--- src/rtl/cond_unit.sv ---
// Condition/predication unit: holds the NZCV flag register and evaluates instruction conditions.
// It runs IT-style blocks and gates the decoder's write/branch requests. Optional counters: COND_PERF_EN.
module cond_unit #(
  parameter int unsigned FLAG_W = 4,
  parameter int unsigned IT_MAX = 4,
  parameter int unsigned CNT_W  = 16
) (
  input  logic              clk,
  input  logic              rst_n,
  input  logic              instr_valid,
  input  logic              stall,
  input  logic              flush,
  input  logic [3:0]        cond,
  input  logic [FLAG_W-1:0] alu_flags,
  input  logic [1:0]        flag_write,
  input  logic              reg_write_req,
  input  logic              mem_write_req,
  input  logic              pc_src_req,
  input  logic              it_start,
  input  logic [3:0]        it_cond,
  input  logic [2:0]        it_len,
  input  logic [3:0]        it_mask,
  output logic              cond_ex,
  output logic              reg_write,
  output logic              mem_write,
  output logic              pc_src,
  output logic [FLAG_W-1:0] flags_q,
  output logic              it_active,
  output logic              it_err
`ifdef COND_PERF_EN
  ,
  output logic [CNT_W-1:0]  exec_cnt,
  output logic [CNT_W-1:0]  squash_cnt
`endif
);

  localparam int unsigned SLOT_W = 2;
  localparam int unsigned LEN_W  = 3;

  typedef enum logic {
    IDLE   = 1'b0,
    ACTIVE = 1'b1
  } state_e;

  state_e              state_q, state_d;
  logic [SLOT_W-1:0]   slot_q, slot_d;
  logic [LEN_W-1:0]    len_q, len_d;
  logic [3:0]          it_cond_q, it_cond_d;
  logic [3:0]          it_mask_q, it_mask_d;
  logic [FLAG_W-1:0]   flags_d;
  logic                it_err_q, it_err_d;

  logic                issue;
  logic                len_ok;
  logic                last_slot;
  logic [3:0]          eff_cond;
  logic                go;

  // Condition table evaluated against the architectural flags {N,Z,C,V}
  function automatic logic cond_eval(input logic [3:0] c, input logic [FLAG_W-1:0] f);
    logic n, z, cy, v, r;
    n  = f[3];
    z  = f[2];
    cy = f[1];
    v  = f[0];
    case (c)
      4'h0:    r = z;
      4'h1:    r = ~z;
      4'h2:    r = cy;
      4'h3:    r = ~cy;
      4'h4:    r = n;
      4'h5:    r = ~n;
      4'h6:    r = v;
      4'h7:    r = ~v;
      4'h8:    r = cy & ~z;
      4'h9:    r = ~cy | z;
      4'hA:    r = (n == v);
      4'hB:    r = (n != v);
      4'hC:    r = ~z & (n == v);
      4'hD:    r = z | (n != v);
      4'hE:    r = 1'b1;
      default: r = 1'b0;
    endcase
    return r;
  endfunction

  assign issue     = instr_valid & ~stall;
  assign len_ok    = (it_len != 3'd0) && (it_len <= LEN_W'(IT_MAX));
  assign last_slot = ({1'b0, slot_q} == (len_q - 3'd1));

  // State register and datapath registers
  always_ff @(posedge clk or negedge rst_n) begin
    if (!rst_n) begin
      state_q   <= IDLE;
      slot_q    <= '0;
      len_q     <= '0;
      it_cond_q <= '0;
      it_mask_q <= '0;
      flags_q   <= '0;
      it_err_q  <= 1'b0;
    end else begin
      state_q   <= state_d;
      slot_q    <= slot_d;
      len_q     <= len_d;
      it_cond_q <= it_cond_d;
      it_mask_q <= it_mask_d;
      flags_q   <= flags_d;
      it_err_q  <= it_err_d;
    end
  end

  // Next-state: IT block sequencing, flag updates, illegal-IT detection
  always_comb begin
    state_d   = state_q;
    slot_d    = slot_q;
    len_d     = len_q;
    it_cond_d = it_cond_q;
    it_mask_d = it_mask_q;
    flags_d   = flags_q;
    it_err_d  = 1'b0;

    case (state_q)
      IDLE: begin
        if (issue && it_start && !flush) begin
          if (len_ok) begin
            state_d   = ACTIVE;
            slot_d    = '0;
            len_d     = it_len;
            it_cond_d = it_cond;
            it_mask_d = it_mask;
          end else begin
            it_err_d = 1'b1;
          end
        end
      end
      ACTIVE: begin
        // A flush aborts the block even while the pipeline is held
        if (flush) begin
          state_d = IDLE;
          slot_d  = '0;
        end else if (issue) begin
          it_err_d = it_start;
          if (pc_src || last_slot) begin
            state_d = IDLE;
            slot_d  = '0;
          end else begin
            slot_d = slot_q + SLOT_W'(1);
          end
        end
      end
      default: state_d = IDLE;
    endcase

    if (go) begin
      if (flag_write[1]) flags_d[3:2] = alu_flags[3:2];
      if (flag_write[0]) flags_d[1:0] = alu_flags[1:0];
    end
  end

  // Outputs: effective condition and zero-latency request gating
  always_comb begin
    eff_cond  = cond;
    cond_ex   = 1'b0;
    go        = 1'b0;
    reg_write = 1'b0;
    mem_write = 1'b0;
    pc_src    = 1'b0;
    it_active = 1'b0;

    if (state_q == ACTIVE) begin
      it_active = 1'b1;
      eff_cond  = it_mask_q[slot_q] ? it_cond_q : (it_cond_q ^ 4'b0001);
    end
    cond_ex   = cond_eval(eff_cond, flags_q);
    go        = instr_valid & ~stall & ~flush & cond_ex & ~it_start;
    reg_write = reg_write_req & go;
    mem_write = mem_write_req & go;
    pc_src    = pc_src_req & go;
  end

  assign it_err = it_err_q;

`ifdef COND_PERF_EN
  // Saturating executed/squashed instruction counters
  always_ff @(posedge clk or negedge rst_n) begin
    if (!rst_n) begin
      exec_cnt   <= '0;
      squash_cnt <= '0;
    end else if (issue && !it_start) begin
      if (cond_ex) begin
        if (exec_cnt != '1) exec_cnt <= exec_cnt + CNT_W'(1);
      end else begin
        if (squash_cnt != '1) squash_cnt <= squash_cnt + CNT_W'(1);
      end
    end
  end
`endif

endmodule
--- config.mk ---
export PLATFORM = sky130hd
export DESIGN_NAME = cond_unit
export DESIGN_NICKNAME = d
export VERILOG_FILES = /design/src/rtl/cond_unit.sv
export SDC_FILE = /design/constraint.sdc
export NUM_CORES = 1
export LEC_CHECK = 0
export BUFFER_PORTS_ARGS = -buffer_cell sky130_fd_sc_hd__clkbuf_2
export CORE_UTILIZATION = 45
export CTS_CLUSTER_SIZE = 12
export DETAILED_ROUTE_END_ITERATION = 10
export GPL_TIMING_DRIVEN = 0
export PLACE_DENSITY = 0.83
export SYNTH_ARGS = -nofsm -noshare
export SYNTH_HDL_FRONTEND = slang
export SYNTH_SLANG_ARGS = --single-unit
--- constraint.sdc ---
create_clock -name clk -period 4.7 [get_ports clk]
set_input_delay 0.705 -clock clk [delete_from_list [all_inputs] [get_ports clk]]
set_output_delay 0.705 -clock clk [all_outputs]
set_load 0.005 [all_outputs]
==> results of run 1 <==
state kept, by name (all words and copies together), names as in the netlist:
register	flops
it_mask_q	4
it_cond_q	4
state_q	1
slot_q	2
flags_q	4
it_err	1
len_q	3
synth_stat cells:
| cell type | number |
|---|---|
| sky130_fd_sc_hd__nor3_1 | 6 |
| sky130_fd_sc_hd__nor2_1 | 7 |
| sky130_fd_sc_hd__o311ai_2 | 2 |
| sky130_fd_sc_hd__a22oi_1 | 1 |
| sky130_fd_sc_hd__o21a_1 | 1 |
| sky130_fd_sc_hd__buf_6 | 1 |
| sky130_fd_sc_hd__buf_2 | 3 |
| sky130_fd_sc_hd__a21boi_1 | 1 |
| sky130_fd_sc_hd__nand2_1 | 4 |
| sky130_fd_sc_hd__nand4bb_1 | 1 |
| sky130_fd_sc_hd__or2_2 | 1 |
| sky130_fd_sc_hd__xor2_1 | 1 |
| sky130_fd_sc_hd__o211ai_1 | 2 |
| sky130_fd_sc_hd__mux2_2 | 16 |
| sky130_fd_sc_hd__ha_1 | 1 |
| sky130_fd_sc_hd__o21bai_1 | 1 |
| sky130_fd_sc_hd__a21oi_1 | 6 |
| sky130_fd_sc_hd__o2111ai_1 | 1 |
| sky130_fd_sc_hd__o32ai_1 | 1 |
| sky130_fd_sc_hd__and3_1 | 2 |
| sky130_fd_sc_hd__inv_1 | 6 |
| sky130_fd_sc_hd__dfrtp_1 | 19 |
| sky130_fd_sc_hd__o21ai_0 | 4 |
| sky130_fd_sc_hd__a211oi_2 | 1 |
| sky130_fd_sc_hd__o21ai_1 | 2 |
| sky130_fd_sc_hd__o22ai_1 | 1 |
| sky130_fd_sc_hd__nand2b_1 | 4 |
| sky130_fd_sc_hd__o31ai_1 | 2 |
| sky130_fd_sc_hd__a31oi_1 | 1 |
| sky130_fd_sc_hd__o221ai_1 | 1 |
| sky130_fd_sc_hd__nor2b_1 | 4 |
| sky130_fd_sc_hd__mux4_2 | 1 |
| sky130_fd_sc_hd__xnor2_2 | 1 |
| sky130_fd_sc_hd__and2_1 | 1 |
| sky130_fd_sc_hd__xnor2_1 | 3 |
| sky130_fd_sc_hd__a211oi_1 | 1 |
| sky130_fd_sc_hd__buf_4 | 1 |
| sky130_fd_sc_hd__and3_4 | 1 |
| sky130_fd_sc_hd__a311oi_1 | 1 |
| sky130_fd_sc_hd__clkbuf_1 | 1 |
| sky130_fd_sc_hd__mux2i_1 | 5 |
| sky130_fd_sc_hd__nor4_1 | 2 |
| sky130_fd_sc_hd__or3_1 | 2 |
worst paths after layout:
| check | start | endpoint | cells after the start |
|---|---|---|---|
| worst min register to register | it_mask_q[2] | it_mask_q[2] | 1 |
| min in group clk | it_mask_q[2] | it_mask_q[2] | 1 |
| worst max-delay path | slot_q[0] | reg_write | 9 |
| worst max register to register | slot_q[0] | flags_q[3] | 7 |
| max in group asynchronous | rst_n | flags_q[3] | 1 |
| worst min-delay path | rst_n | len_q[0] | 1 |
power by group through the flow:
stage	logic, mW	clock network [mW]	registers [mW]
finish	0.429	0.0840	0.285
global route	0.477	0.0937	0.295
CTS	0.432	0.0855	0.285
detailed placement	0.430	0	0.288
global placement	0.409	0	0.283
floorplan	0.331	0	0.272
cell families after synthesis:
kind of cell / after synthesis / share of synthesized area [%]
fa+ha+maj: 1 / 0.988
buf+inv: 12 / 4.74
compound gates: 30 / 17.4
mux: 22 / 20.0
flops: 19 / 37.5
simple gates: 35 / 15.3
xor+xnor: 5 / 4.05
final cells by class:
class,count,share of cell area [%]
Sequential cell,19,31.1
Timing Repair Buffer,39,12.8
Clock buffer,3,1.48
Buffer,6,2.46
Tap cell,30,2.46
Clock inverter,1,0.328
Multi-Input combinational cell,93,47.9
Inverter,6,1.48
stage by stage:
step / cells / worst slack, ns
2_1_floorplan: 124 / 1.87
3_3_place_gp: 193 / 1.63
3_5_place_dp: 193 / 1.62
4_1_cts: 197 / 1.31
5_1_grt: 197 / 1.23
6_report: 197 / 1.34
per-layer routing:
metal	wire length [um]	up-vias	share of wire [%]
met5	0	-	0
met4	0	0	0
met3	115	0	4.2
met2	1370	31	50
met1	1250	519	46
li1	-	545	-
==> Implementation_results.wiki, run 1 <==
{| class="wikitable"
! Metric !! Value
|-
| Relative contribution of sequential cells to total power || 35.7%
|-
| Total inserted antenna cells || 0
|-
| Kind of cell adding the most delay to the critical path || simple AND/OR/NAND/NOR gates
|-
| Longest Clk Path Bufs || 2
|-
| Unrepaired setup endpoints after global routing || no
|-
| Clock network latency to the later pin of the worst-skew pair || 0.30 ns
|-
| Minimum clock period after layout || 3.36 ns
|-
| Synthesis-stage register bit count || 19
|-
| Number of setup violations in the final report || 0
|-
| Least-Margin Pin Slew || 0.948 ns
|-
| Post-synthesis cell area || 1270 um^2
|-
| Largest incremental delay on the critical path || 0.52 ns
|-
| Worst-case register-to-register setup slack || 2.31 ns
|-
| Aggregate routed wire length || 2740 um
|-
| Number of buffer and inverter instances along the worst setup path || 3
|-
| Ordered cell list for the critical path || buf_6 -> mux4_2 -> xnor2_2 -> a311oi_1 -> a211oi_2 -> or3_1 -> buf_2 -> and3_1 -> clkbuf_2
|-
| Final #Nets || 199
|-
| VDD IR max || 0.310 mV
|-
| Lkg Pwr || 0.709 nW
|-
| CTS Root Buffer Type || sky130_fd_sc_hd__clkbuf_4
|-
| Storage cell area || 475 um^2
|-
| Overall via count from detail_route || 1095
|-
| Cell area power density || 523 nW/um^2
|-
| Combinational group share of total power || 53.8%
|-
| Placed wire-length estimate || 2220 um
|-
| Port Buffers || 39
|-
| Data required, critical path || 3.99 ns
|-
| Worst hold margin || 0.339 ns
|-
| Number of warning messages in the yosys log || 0
|-
| Sum of negative setup slack || 0 ns
|-
| Net count of the mapped netlist || 155
|-
| Internal Dissipation || 477 uW
|-
| Crit. End Element || primary output
|-
| Remaining routing DRC violations || 0
|-
| Final Slew Violations || 0
|-
| GR Util met1 || 24.5%
|-
| TritonCTS clock tree || yes
|-
| Floorplan die width || 55.0 um
|-
| Final standard cell utilization of the core || 59.5%
|-
| Clock sink count || 19
|-
| Timing-limited maximum frequency || 298 MHz
|-
| Area Growth Syn to Fin || 20.6%
|-
| Net switching power of the design || 321 uW
|-
| Clock transition at the register clock pins on the worst setup and hold paths after CTS || 0.11 ns
|-
| Most used routing layer in global routing || met2
|-
| Status || complete, no violations
|-
| Startpoint kind of the worst setup timing path || flop
|-
| Final global-route overflow total || 0
|-
| Placeable core region || 2570 um^2
|-
| Synth unique cells || 43
|-
| CTS-repair resized insts || 0
|-
| Cell type with the largest total area after synthesis || sky130_fd_sc_hd__dfrtp_1
|-
| Sequential share of the synthesized area || 37.5%
|-
| Post-route total power || 798 uW
|-
| Initial detailed-routing violation count || 16
|-
| Number of search-and-repair iterations in the first detailed-routing pass || 4
|-
| Most common library cell in the layout ignoring fill and taps || sky130_fd_sc_hd__clkbuf_2
|-
| Proportion of layout cells with a drive suffix above 1 || 42.5%
|-
| Global-route wire length before repair || 4370 um
|-
| Startpoint-to-endpoint class of the critical path || reg -> out
|-
| Highest-count cells in the layout ignoring fill and taps || 39 x sky130_fd_sc_hd__clkbuf_2, 19 x sky130_fd_sc_hd__dfrtp_1, 16 x sky130_fd_sc_hd__mux2_2, 7 x sky130_fd_sc_hd__nor2_1
|-
| Instance area after placement || 1500 um^2
|-
| Arrival time at the worst endpoint || 2.65 ns
|-
| Met2 track utilization from global routing || 37.3%
|-
| Site Rows || 18
|-
| Remaining max-slew budget at the tightest pin || 36.2%
|-
| Number of filler instances in the final layout || 249
|-
| Number of antenna violations at the first check in global routing || 0
|-
| Most area-consuming cells after synthesis || sky130_fd_sc_hd__dfrtp_1 38%, sky130_fd_sc_hd__mux2_2 14%, sky130_fd_sc_hd__mux2i_1 4.0%, sky130_fd_sc_hd__o311ai_2 2.6%, sky130_fd_sc_hd__a21oi_1 2.4%
|-
| Largest fanout on the critical path || 7
|-
| Wire length per cell || 13.9 um
|-
| Overall fraction of global-route tracks in use || 20.5%
|-
| Clock share of power || 10.5%
|-
| Cell count after synthesis || 124
|-
| Design Area, Final || 1530 um^2
|-
| Via count of the first global-routing pass || 1033
|-
| CP max-delay cell || sky130_fd_sc_hd__mux4_2
|-
| Post-CTS setup-driven buffer insertion count || 0
|-
| Global-route track usage on met3 || 2.73%
|-
| Starting utilization of the core area || 49.3%
|-
| Portion of the clock cycle consumed by the worst path in the final layout || 71.4%
|-
| Placer's final routability congestion estimate || 0.879
|-
| H-Tree Depth || 1
|-
| Antenna violation net count after detailed routing || 0
|-
| Multi-input logic area || 731 um^2
|-
| I/O pin count || 40
|-
| Max Cap Violations || 0
|-
| Switching part of the total power || 40.2%
|-
| Hold Buf Count CTS || 0
|-
| Yosys top cell area share || 37.5%
|-
| Die Y-Extent || 55.0 um
|-
| Average size of a mapped cell || 10.2 um^2
|-
| Worst min-delay path category || in -> async
|-
| Number of buffers created by CTS || 3
|-
| Final worst clock skew || 0.00481 ns
|-
| Number of vias per cell || 5.56
|-
| Total count of hold-check failures in the final report || 0
|-
| Area enclosed by the die boundary || 3030 um^2
|-
| Maximum number of pins on one net before global-route repair || 20
|}
No activity file was read; power rests on OpenSTA's default activity.
==> run 2, diff against run 1 <==
Settings changed: ABC_AREA set to 1, PLACE_DENSITY 0.83 to 0.86.
Clock period 4.7 ns to 2.85 ns, I/O delays scaled along.
==> run 2 against run 1 <==
  * Synthesized cell count rose by 29%
  * Critical endpoint is now mem_write
  * Routed wire length fell by 10%
  * Cell count rose by 18%
  * Power rose by 29%
  * Clock power rose by 70%
  * Critical path depth rose by 4
  * Cell area fell by 3.9%
  * First-iteration DRC count rose by 31%
  * Sequential share of layout area rose by 1.4 points
  * Utilization fell by 0.80 points
  * Setup slack got worse by 1.1 ns
==> Implementation_results.wiki, run 2 <==
{| class="wikitable"
! Metric !! Value
|-
| Synthesis-stage register bit count || 19 (unchanged)
|-
| Cell area power density || 700 nW/um^2 (+34%)
|-
| Net count of the mapped netlist || 191 (+23%)
|-
| EDFF count, synth || 0 (unchanged)
|-
| Overall via count from detail_route || 1169 (+6.8%)
|-
| Overall fraction of global-route tracks in use || 20.1% (-0.39 points)
|-
| H-Tree Depth || 1 (unchanged)
|-
| Data required, critical path || 2.42 ns (-1.57 ns)
|-
| Final worst clock skew || 0.00730 ns (+0.00249 ns)
|-
| Worst reg2reg endpoint || flags_q[2]
|-
| Most used standard cells in the synthesized netlist || 30 x sky130_fd_sc_hd__nand2_1, 22 x sky130_fd_sc_hd__inv_1, 19 x sky130_fd_sc_hd__dfrtp_1
|-
| Final Slew Violations || 0 (unchanged)
|-
| Start point of the critical path || state_q
|-
| Starting utilization of the core area || 48.1% (-1.2 points)
|-
| Via count of the first global-routing pass || 1054 (+2.0%)
|-
| Minimum clock period after layout || 2.58 ns
|-
| CTS Root Buffer Type || sky130_fd_sc_hd__clkbuf_4
|-
| Placed wire-length estimate || 2020 um (-9.1%)
|-
| Startpoint-to-endpoint class of the critical path || reg -> out
|-
| Antenna violation net count after detailed routing || 0 (unchanged)
|-
| Arrival time at the worst endpoint || 2.15 ns (-0.50 ns)
|-
| Cell type with the largest total area after synthesis || sky130_fd_sc_hd__dfrtp_1
|-
| Startpoint kind of the worst setup timing path || flop
|-
| Placeable core region || 2500 um^2 (-2.6%)
|-
| Post-synthesis cell area || 1200 um^2 (-5.0%)
|-
| Clock transition at the register clock pins on the worst setup and hold paths after CTS || 0.12 ns (about the same)
|-
| Number of search-and-repair iterations in the first detailed-routing pass || 4 (unchanged)
|-
| Clock network latency to the later pin of the worst-skew pair || 0.31 ns (about the same)
|-
| Site Rows || 18 (unchanged)
|-
| Remaining routing DRC violations || 0 (unchanged)
|-
| VDD IR max || 0.523 mV (+69%)
|-
| Most common library cell in the layout ignoring fill and taps || sky130_fd_sc_hd__clkbuf_2
|-
| Synth unique cells || 27 (-37%)
|-
| Global-route wire length before repair || 4190 um (-4.1%)
|-
| CP max-delay cell || sky130_fd_sc_hd__dfrtp_1
|-
| Top-count cell post-synth || sky130_fd_sc_hd__nand2_1
|-
| Fraction of synthesis flops using an asynchronous set or reset pin || 100% (unchanged)
|-
| Average size of a mapped cell || 7.52 um^2 (-26%)
|-
| Source of the worst register-to-register timing path || state_q
|-
| Worst slack after detailed placement || 0.605 ns (-1.01 ns)
|-
| Sequential share of the synthesized area || 39.5% (+2.0 points)
|-
| Port Buffers || 39 (unchanged)
|-
| Wire length per cell || 10.6 um (-24%)
|-
| Worst min-delay path category || in -> async
|-
| Highest-count cells in the layout ignoring fill and taps || 39 x sky130_fd_sc_hd__clkbuf_2, 30 x sky130_fd_sc_hd__nand2_1, 22 x sky130_fd_sc_hd__inv_1, 18 x sky130_fd_sc_hd__dfrtp_1, 16 x sky130_fd_sc_hd__nor2_1
|-
| Max Cap Violations || 0 (unchanged)
|-
| Largest fanout on the critical path || 9 (+2)
|-
| Number of filler instances in the final layout || 235 (-5.6%)
|-
| Number of warning messages in the yosys log || 0 (unchanged)
|-
| Remaining max-slew budget at the tightest pin || 68.3% (+32 points)
|-
| End point of the critical path || mem_write
|-
| Status || complete, no violations
|-
| Worst-case register-to-register setup slack || 0.88 ns (-1.43 ns)
|-
| Crit path setup slack, layout || 0.268 ns (-1.07 ns)
|-
| Area Growth Syn to Fin || 22.0%
|-
| Timing-limited maximum frequency || 387 MHz
|-
| Die Y-Extent || 53.7 um (-2.5%)
|-
| Sum of negative setup slack || 0 ns (unchanged)
|-
| Number of setup violations in the final report || 0 (unchanged)
|-
| Biggest registers after layout || flags_q x4, it_cond_q x4, it_mask_q x4
|-
| Largest incremental delay on the critical path || 0.53 ns (about the same)
|-
| Least-Margin Pin Slew || 0.471 ns (-0.477 ns)
|-
| Total count of hold-check failures in the final report || 0 (unchanged)
|-
| Crit. End Element || primary output
|-
| Unrepaired setup endpoints after global routing || no
|-
| Placer's final routability congestion estimate || 0.866 (-1.5%)
|-
| Aggregate routed wire length || 2460 um (-10%)
|-
| Yosys top cell area share || 39.5% (+2.0 points)
|-
| Total inserted antenna cells || 0 (unchanged)
|-
| Ordered cell list for the critical path || inv_2 -> nand2_1 -> nand2_2 -> inv_2 -> nand2_1 -> o21ai_0 -> nand4_1 -> nand3_1 -> a21oi_2 -> nand2_2 -> nand2_4 -> nor2_1 -> clkbuf_2
|-
| Cell count of the worst reg-to-reg path || 14 (+7)
|-
| Lkg Pwr || 0.806 nW (+14%)
|-
| Final #Nets || 235 (+18%)
|-
| Post-route total power || 1.03 mW (+29%)
|-
| Hold Buf Count CTS || 0 (unchanged)
|-
| Clock sink count || 19 (unchanged)
|-
| Cell count after synthesis || 160 (+29%)
|-
| Final global-route overflow total || 0 (unchanged)
|-
| Proportion of layout cells with a drive suffix above 1 || 32.0% (-10 points)
|-
| TritonCTS clock tree || yes
|-
| Most area-consuming cells after synthesis || sky130_fd_sc_hd__dfrtp_1 40%, sky130_fd_sc_hd__nand2_1 9.4%, sky130_fd_sc_hd__inv_1 6.9%, sky130_fd_sc_hd__mux2_2 5.6%, sky130_fd_sc_hd__nor2_1 5.0%
|-
| I/O pin count || 40 (unchanged)
|-
| Area enclosed by the die boundary || 2880 um^2 (-4.9%)
|-
| Floorplan die width || 53.7 um (-2.5%)
|-
| Maximum number of pins on one net before global-route repair || 20 (unchanged)
|-
| Initial detailed-routing violation count || 21 (+5)
|-
| Number of buffers created by CTS || 3 (unchanged)
|-
| Longest Clk Path Bufs || 2 (unchanged)
|-
| Main flop type after synthesis || sky130_fd_sc_hd__dfrtp_1
|-
| Number of antenna violations at the first check in global routing || 0 (unchanged)
|-
| Number of vias per cell || 5.02 (-9.7%)
|-
| Portion of the clock cycle consumed by the worst path in the final layout || 90.6%
|}
==> run 2: cell count changes after synthesis, sizes merged, moves of 4 or more <==
cell    before  now
nand2        4   34
nand2b       4    0
buf          5    1
a21oi        6   10
mux2        16    6
mux2i        5    0
inv          6   27
nor2         7   18
nor2b        4    0
nand4        0    8
o21ai        6   11
nand3        0   12
==> run 2: per-stage QoR <==
step	std cells	instance area (um^2)	util [%]	hold WS, ns
after floorplan	160	1200	-	0.132
after global placement	229	1440	57.4	0.400
after detailed placement	229	1440	57.4	0.404
after CTS	233	1470	58.6	0.0577
after global routing	233	1470	58.7	0.0727
final	233	1470	58.7	0.0495
==> run 2: metal layers <==
metal,part of all wire (%),vias up,GRT usage [%]
met5,0,-,0
met4,2.0,0,7.46
met3,5.1,7,6.78
met2,50,27,33.5
met1,43,530,23.8
li1,-,605,-
==> run 2: worst min path at each step <==
stage / startpoint / endpoint / slack, ns
after CTS: rst_n / len_q[2] / 0.06
final: rst_n / slot_q[1] / 0.05
after detailed placement: rst_n / len_q[1] / 0.40
after global routing: rst_n / len_q[1] / 0.07
after floorplan: rst_n / flags_q[0] / 0.13
after global placement: rst_n / len_q[1] / 0.40
==> run 2: cell families (layout without fill, tap and decap cells) <==
kind of cell	Yosys count	after routing	synth area share (%)
simple gates	78	78	31.2
compound gates	22	22	9.89
fa+ha+maj	1	1	1.04
flops	19	19	39.5
xor+xnor	5	5	3.64
buf+inv	29	72	9.05
mux	6	6	5.62
==> run 2: cell type report <==
class                   count  area, um^2  share of cell area [%]
inverters                  27         101                    6.91
multi-input cells         112         618                    42.2
clock buffers               3        22.5                    1.54
repair buffers             39         195                    13.3
clock inverters             1        7.51                   0.512
flip-flops and latches     19         477                    32.5
well taps                  30        37.5                    2.56
plain buffers               2        7.51                   0.512
==> run 2: critical path: cells and delay by family, from the launching register on <==
kind,cells,cell delay (ns)
AND/OR/NAND/NOR,8,0.77
flip-flops,1,0.53
buffers and inverters,3,0.32
AO/OA/AOI/OAI,2,0.22
==> run 2: power by group <==
group	switching [mW]	total, mW	internal, mW
Sequential	0.0661	0.421	0.355
Combinational	0.266	0.463	0.197
Clock	0.0896	0.143	0.0535
Total	0.422	1.03	0.605
==> run 2: timing repair <==
action,4_1_cts,5_1_grt
buffers inserted,0,0
endpoints found under the setup margin,0,2
gates resized for setup,0,1
==> run 3, diff against run 2 <==
Settings changed: ABC_AREA 1 to unset.
==> run 3 against run 2 <==
  * The flow now finishes with violations (setup timing)
  * Sequential cell count stayed put
  * Sequential power is 15% higher
  * Clock-buffer cell count stayed put
  * Fmax is 12% lower
  * Die area is 5.1% higher
  * Setup slack worse by 0.35 ns
  * Utilization is 4.9 points higher
  * Combinational power is 92% higher
  * Clock power is 3% lower
  * Sequential share of layout area is 3.4 points lower
==> Implementation_results.wiki, run 3 (synthesis gave the netlist of run 1 again) <==
{| class="wikitable"
! Metric !! Value
|-
| Remaining routing DRC violations || 0 (unchanged)
|-
| Instance area after placement || 1500 um^2 (+4.4%)
|-
| Clock transition at the register clock pins on the worst setup and hold paths after CTS || 0.11 ns (about the same)
|-
| Maximum number of pins on one net before global-route repair || 20 (unchanged)
|-
| Data required, critical path || 2.42 ns (about the same)
|-
| Longest Clk Path Bufs || 2 (unchanged)
|-
| Final #Nets || 205 (-13%)
|-
| Clock share of power || 9.1% (-4.8 points)
|-
| Wire length per cell || 15.6 um (+47%)
|-
| Total count of hold-check failures in the final report || 0 (unchanged)
|-
| Total inserted antenna cells || 0 (unchanged)
|-
| Remaining max-slew budget at the tightest pin || 36.9% (-31 points)
|-
| Number of antenna violations at the first check in global routing || 0 (unchanged)
|-
| Placeable core region || 2570 um^2 (+2.7%)
|-
| Number of setup violations in the final report || 3 (+3)
|-
| Timing-limited maximum frequency || 341 MHz (-12%)
|-
| VDD IR max || 0.533 mV (+1.9%)
|-
| CP max-delay cell || sky130_fd_sc_hd__mux4_2
|-
| Ordered cell list for the critical path || buf_6 -> mux4_2 -> xnor2_4 -> a21boi_2 -> a31oi_2 -> or3_4 -> and3_4 -> clkbuf_2
|-
| Combinational group share of total power || 58.9% (+14 points)
|-
| Hold Buf Count CTS || 0 (unchanged)
|-
| Violated checks || setup timing
|-
| Portion of the clock cycle consumed by the worst path in the final layout || 103% (+12 points)
|-
| Startpoint-to-endpoint class of the critical path || reg -> out
|-
| Initial detailed-routing violation count || 13 (-38%)
|-
| Overall fraction of global-route tracks in use || 22.0% (+1.9 points)
|-
| Number of filler instances in the final layout || 236 (+0.43%)
|-
| Area enclosed by the die boundary || 3030 um^2 (+5.1%)
|-
| Antenna violation net count after detailed routing || 0 (unchanged)
|-
| Relative contribution of sequential cells to total power || 32.0% (-9.0 points)
|-
| Aggregate routed wire length || 3160 um (+29%)
|-
| Worst min-delay path category || in -> async
|-
| Number of search-and-repair iterations in the first detailed-routing pass || 4 (unchanged)
|-
| Placer's final routability congestion estimate || 0.841 (-2.9%)
|-
| Largest fanout on the critical path || 7 (-2)
|-
| Max Cap Violations || 0 (unchanged)
|-
| Kind of cell adding the most delay to the critical path || simple AND/OR/NAND/NOR gates
|-
| Biggest registers after layout || flags_q x4, it_cond_q x4, it_mask_q x4
|-
| Port Buffers || 39 (unchanged)
|-
| Crit path setup slack, layout || -0.0860 ns (-0.354 ns)
|-
| Switching part of the total power || 40.3% (-0.79 points)
|-
| CTS Root Buffer Type || sky130_fd_sc_hd__clkbuf_4
|-
| Starting utilization of the core area || 49.3% (+1.2 points)
|-
| Number of buffers created by CTS || 3 (unchanged)
|-
| Largest incremental delay on the critical path || 0.55 ns (+0.02 ns)
|-
| Die Y-Extent || 55.0 um (+2.5%)
|-
| Number of vias per cell || 5.78 (+15%)
|-
| Clock sink count || 19 (unchanged)
|-
| Area Growth Syn to Fin || 28.9%
|-
| Via count of the first global-routing pass || 1178 (+12%)
|-
| Number of buffer and inverter instances along the worst setup path || 2 (-1)
|-
| Net switching power of the design || 609 uW (+44%)
|-
| Lkg Pwr || 0.744 nW (-7.7%)
|-
| TritonCTS clock tree || yes
|-
| Overall via count from detail_route || 1174 (+0.43%)
|-
| Internal Dissipation || 902 uW (+49%)
|-
| Placed wire-length estimate || 2300 um (+14%)
|-
| Floorplan die width || 55.0 um (+2.5%)
|-
| Minimum clock period after layout || 2.94 ns (+0.354 ns)
|-
| Final standard cell utilization of the core || 63.5% (+4.9 points)
|-
| Arrival time at the worst endpoint || 2.51 ns (+0.36 ns)
|-
| Unrepaired setup endpoints after global routing || yes
|-
| Highest-count cells in the layout ignoring fill and taps || 39 x sky130_fd_sc_hd__clkbuf_2, 19 x sky130_fd_sc_hd__dfrtp_1, 15 x sky130_fd_sc_hd__mux2_2, 7 x sky130_fd_sc_hd__nor2_1, 7 x sky130_fd_sc_hd__buf_4
|-
| Status || complete, but fails checks
|-
| Site Rows || 18 (unchanged)
|-
| Proportion of layout cells with a drive suffix above 1 || 49.1% (+17 points)
|-
| H-Tree Depth || 1 (unchanged)
|-
| Worst slack after detailed placement || 0.118 ns (-0.487 ns)
|-
| Final global-route overflow total || 0 (unchanged)
|-
| Cell area power density || 926 nW/um^2 (+32%)
|-
| Final worst clock skew || 0.00278 ns (-0.00452 ns)
|-
| Global-route wire length before repair || 4710 um (+13%)
|-
| Least-Margin Pin Slew || 0.938 ns (+0.467 ns)
|-
| Design Area, Final || 1630 um^2 (+11%)
|-
| Crit. End Element || primary output
|-
| I/O pin count || 40 (unchanged)
|-
| Final Slew Violations || 0 (unchanged)
|-
| Clock network latency to the later pin of the worst-skew pair || 0.30 ns (about the same)
|-
| Most common library cell in the layout ignoring fill and taps || sky130_fd_sc_hd__clkbuf_2
|-
| Startpoint kind of the worst setup timing path || flop
|}
[run 3: area by class of cell]
class | instances | area, um^2 | area share [%]
Tap cell | 30 | 37.5 | 2.30
Clock buffer | 3 | 22.5 | 1.38
Multi-Input combinational cell | 93 | 785 | 48.1
Clock inverter | 1 | 5.00 | 0.307
Buffer | 5 | 38.8 | 2.38
Inverter | 6 | 22.5 | 1.38
Timing Repair Buffer | 46 | 245 | 15.0
Sequential cell | 19 | 475 | 29.1
[run 3: worst paths after layout]
kind	from	end	slack (ns)	depth (start not counted)
max	slot_q[0]	mem_write	-0.09	8
min	rst_n	slot_q[1]	0.07	1
max reg2reg	state_q	len_q[2]	0.35	6
min reg2reg	it_mask_q[0]	it_mask_q[0]	0.52	1
max in group asynchronous	rst_n	len_q[2]	2.45	1
min in group clk	it_mask[3]	it_mask_q[3]	0.35	2
[run 3: layer usage]
layer | vias to the layer above | track usage (%) | wire length (um)
met5 | - | 0 | 0
met4 | 0 | 9.17 | 50
met3 | 10 | 3.28 | 150
met2 | 49 | 42.2 | 1670
met1 | 557 | 23.7 | 1290
li1 | 558 | - | -
[run 3: what timing repair did]
action,in CTS,in global routing
endpoints found under the setup margin,4,4
endpoints found under the hold margin,0,0
resized for setup,8,4
pin swaps,7,6
gates cloned,0,1
setup buffers,3,3
[run 3: power groups by stage]
stage,logic [mW],registers [mW],clock network (mW)
2_1_floorplan,0.546,0.449,0
3_3_place_gp,0.674,0.467,0
3_5_place_dp,0.714,0.476,0
4_1_cts,0.810,0.476,0.143
5_1_grt,0.969,0.495,0.152
6_report,0.889,0.484,0.138
[run 3: metrics by stage]
step / cells / setup TNS [ns] / hold WS [ns] / power, mW
after floorplan: 124 / 0 / 0.132 / 0.995
after global placement: 193 / 0 / 0.396 / 1.14
after detailed placement: 193 / 0 / 0.408 / 1.19
after CTS: 199 / -0.252 / 0.0719 / 1.43
after global routing: 203 / -0.521 / 0.0935 / 1.62
final: 203 / -0.247 / 0.0691 / 1.51
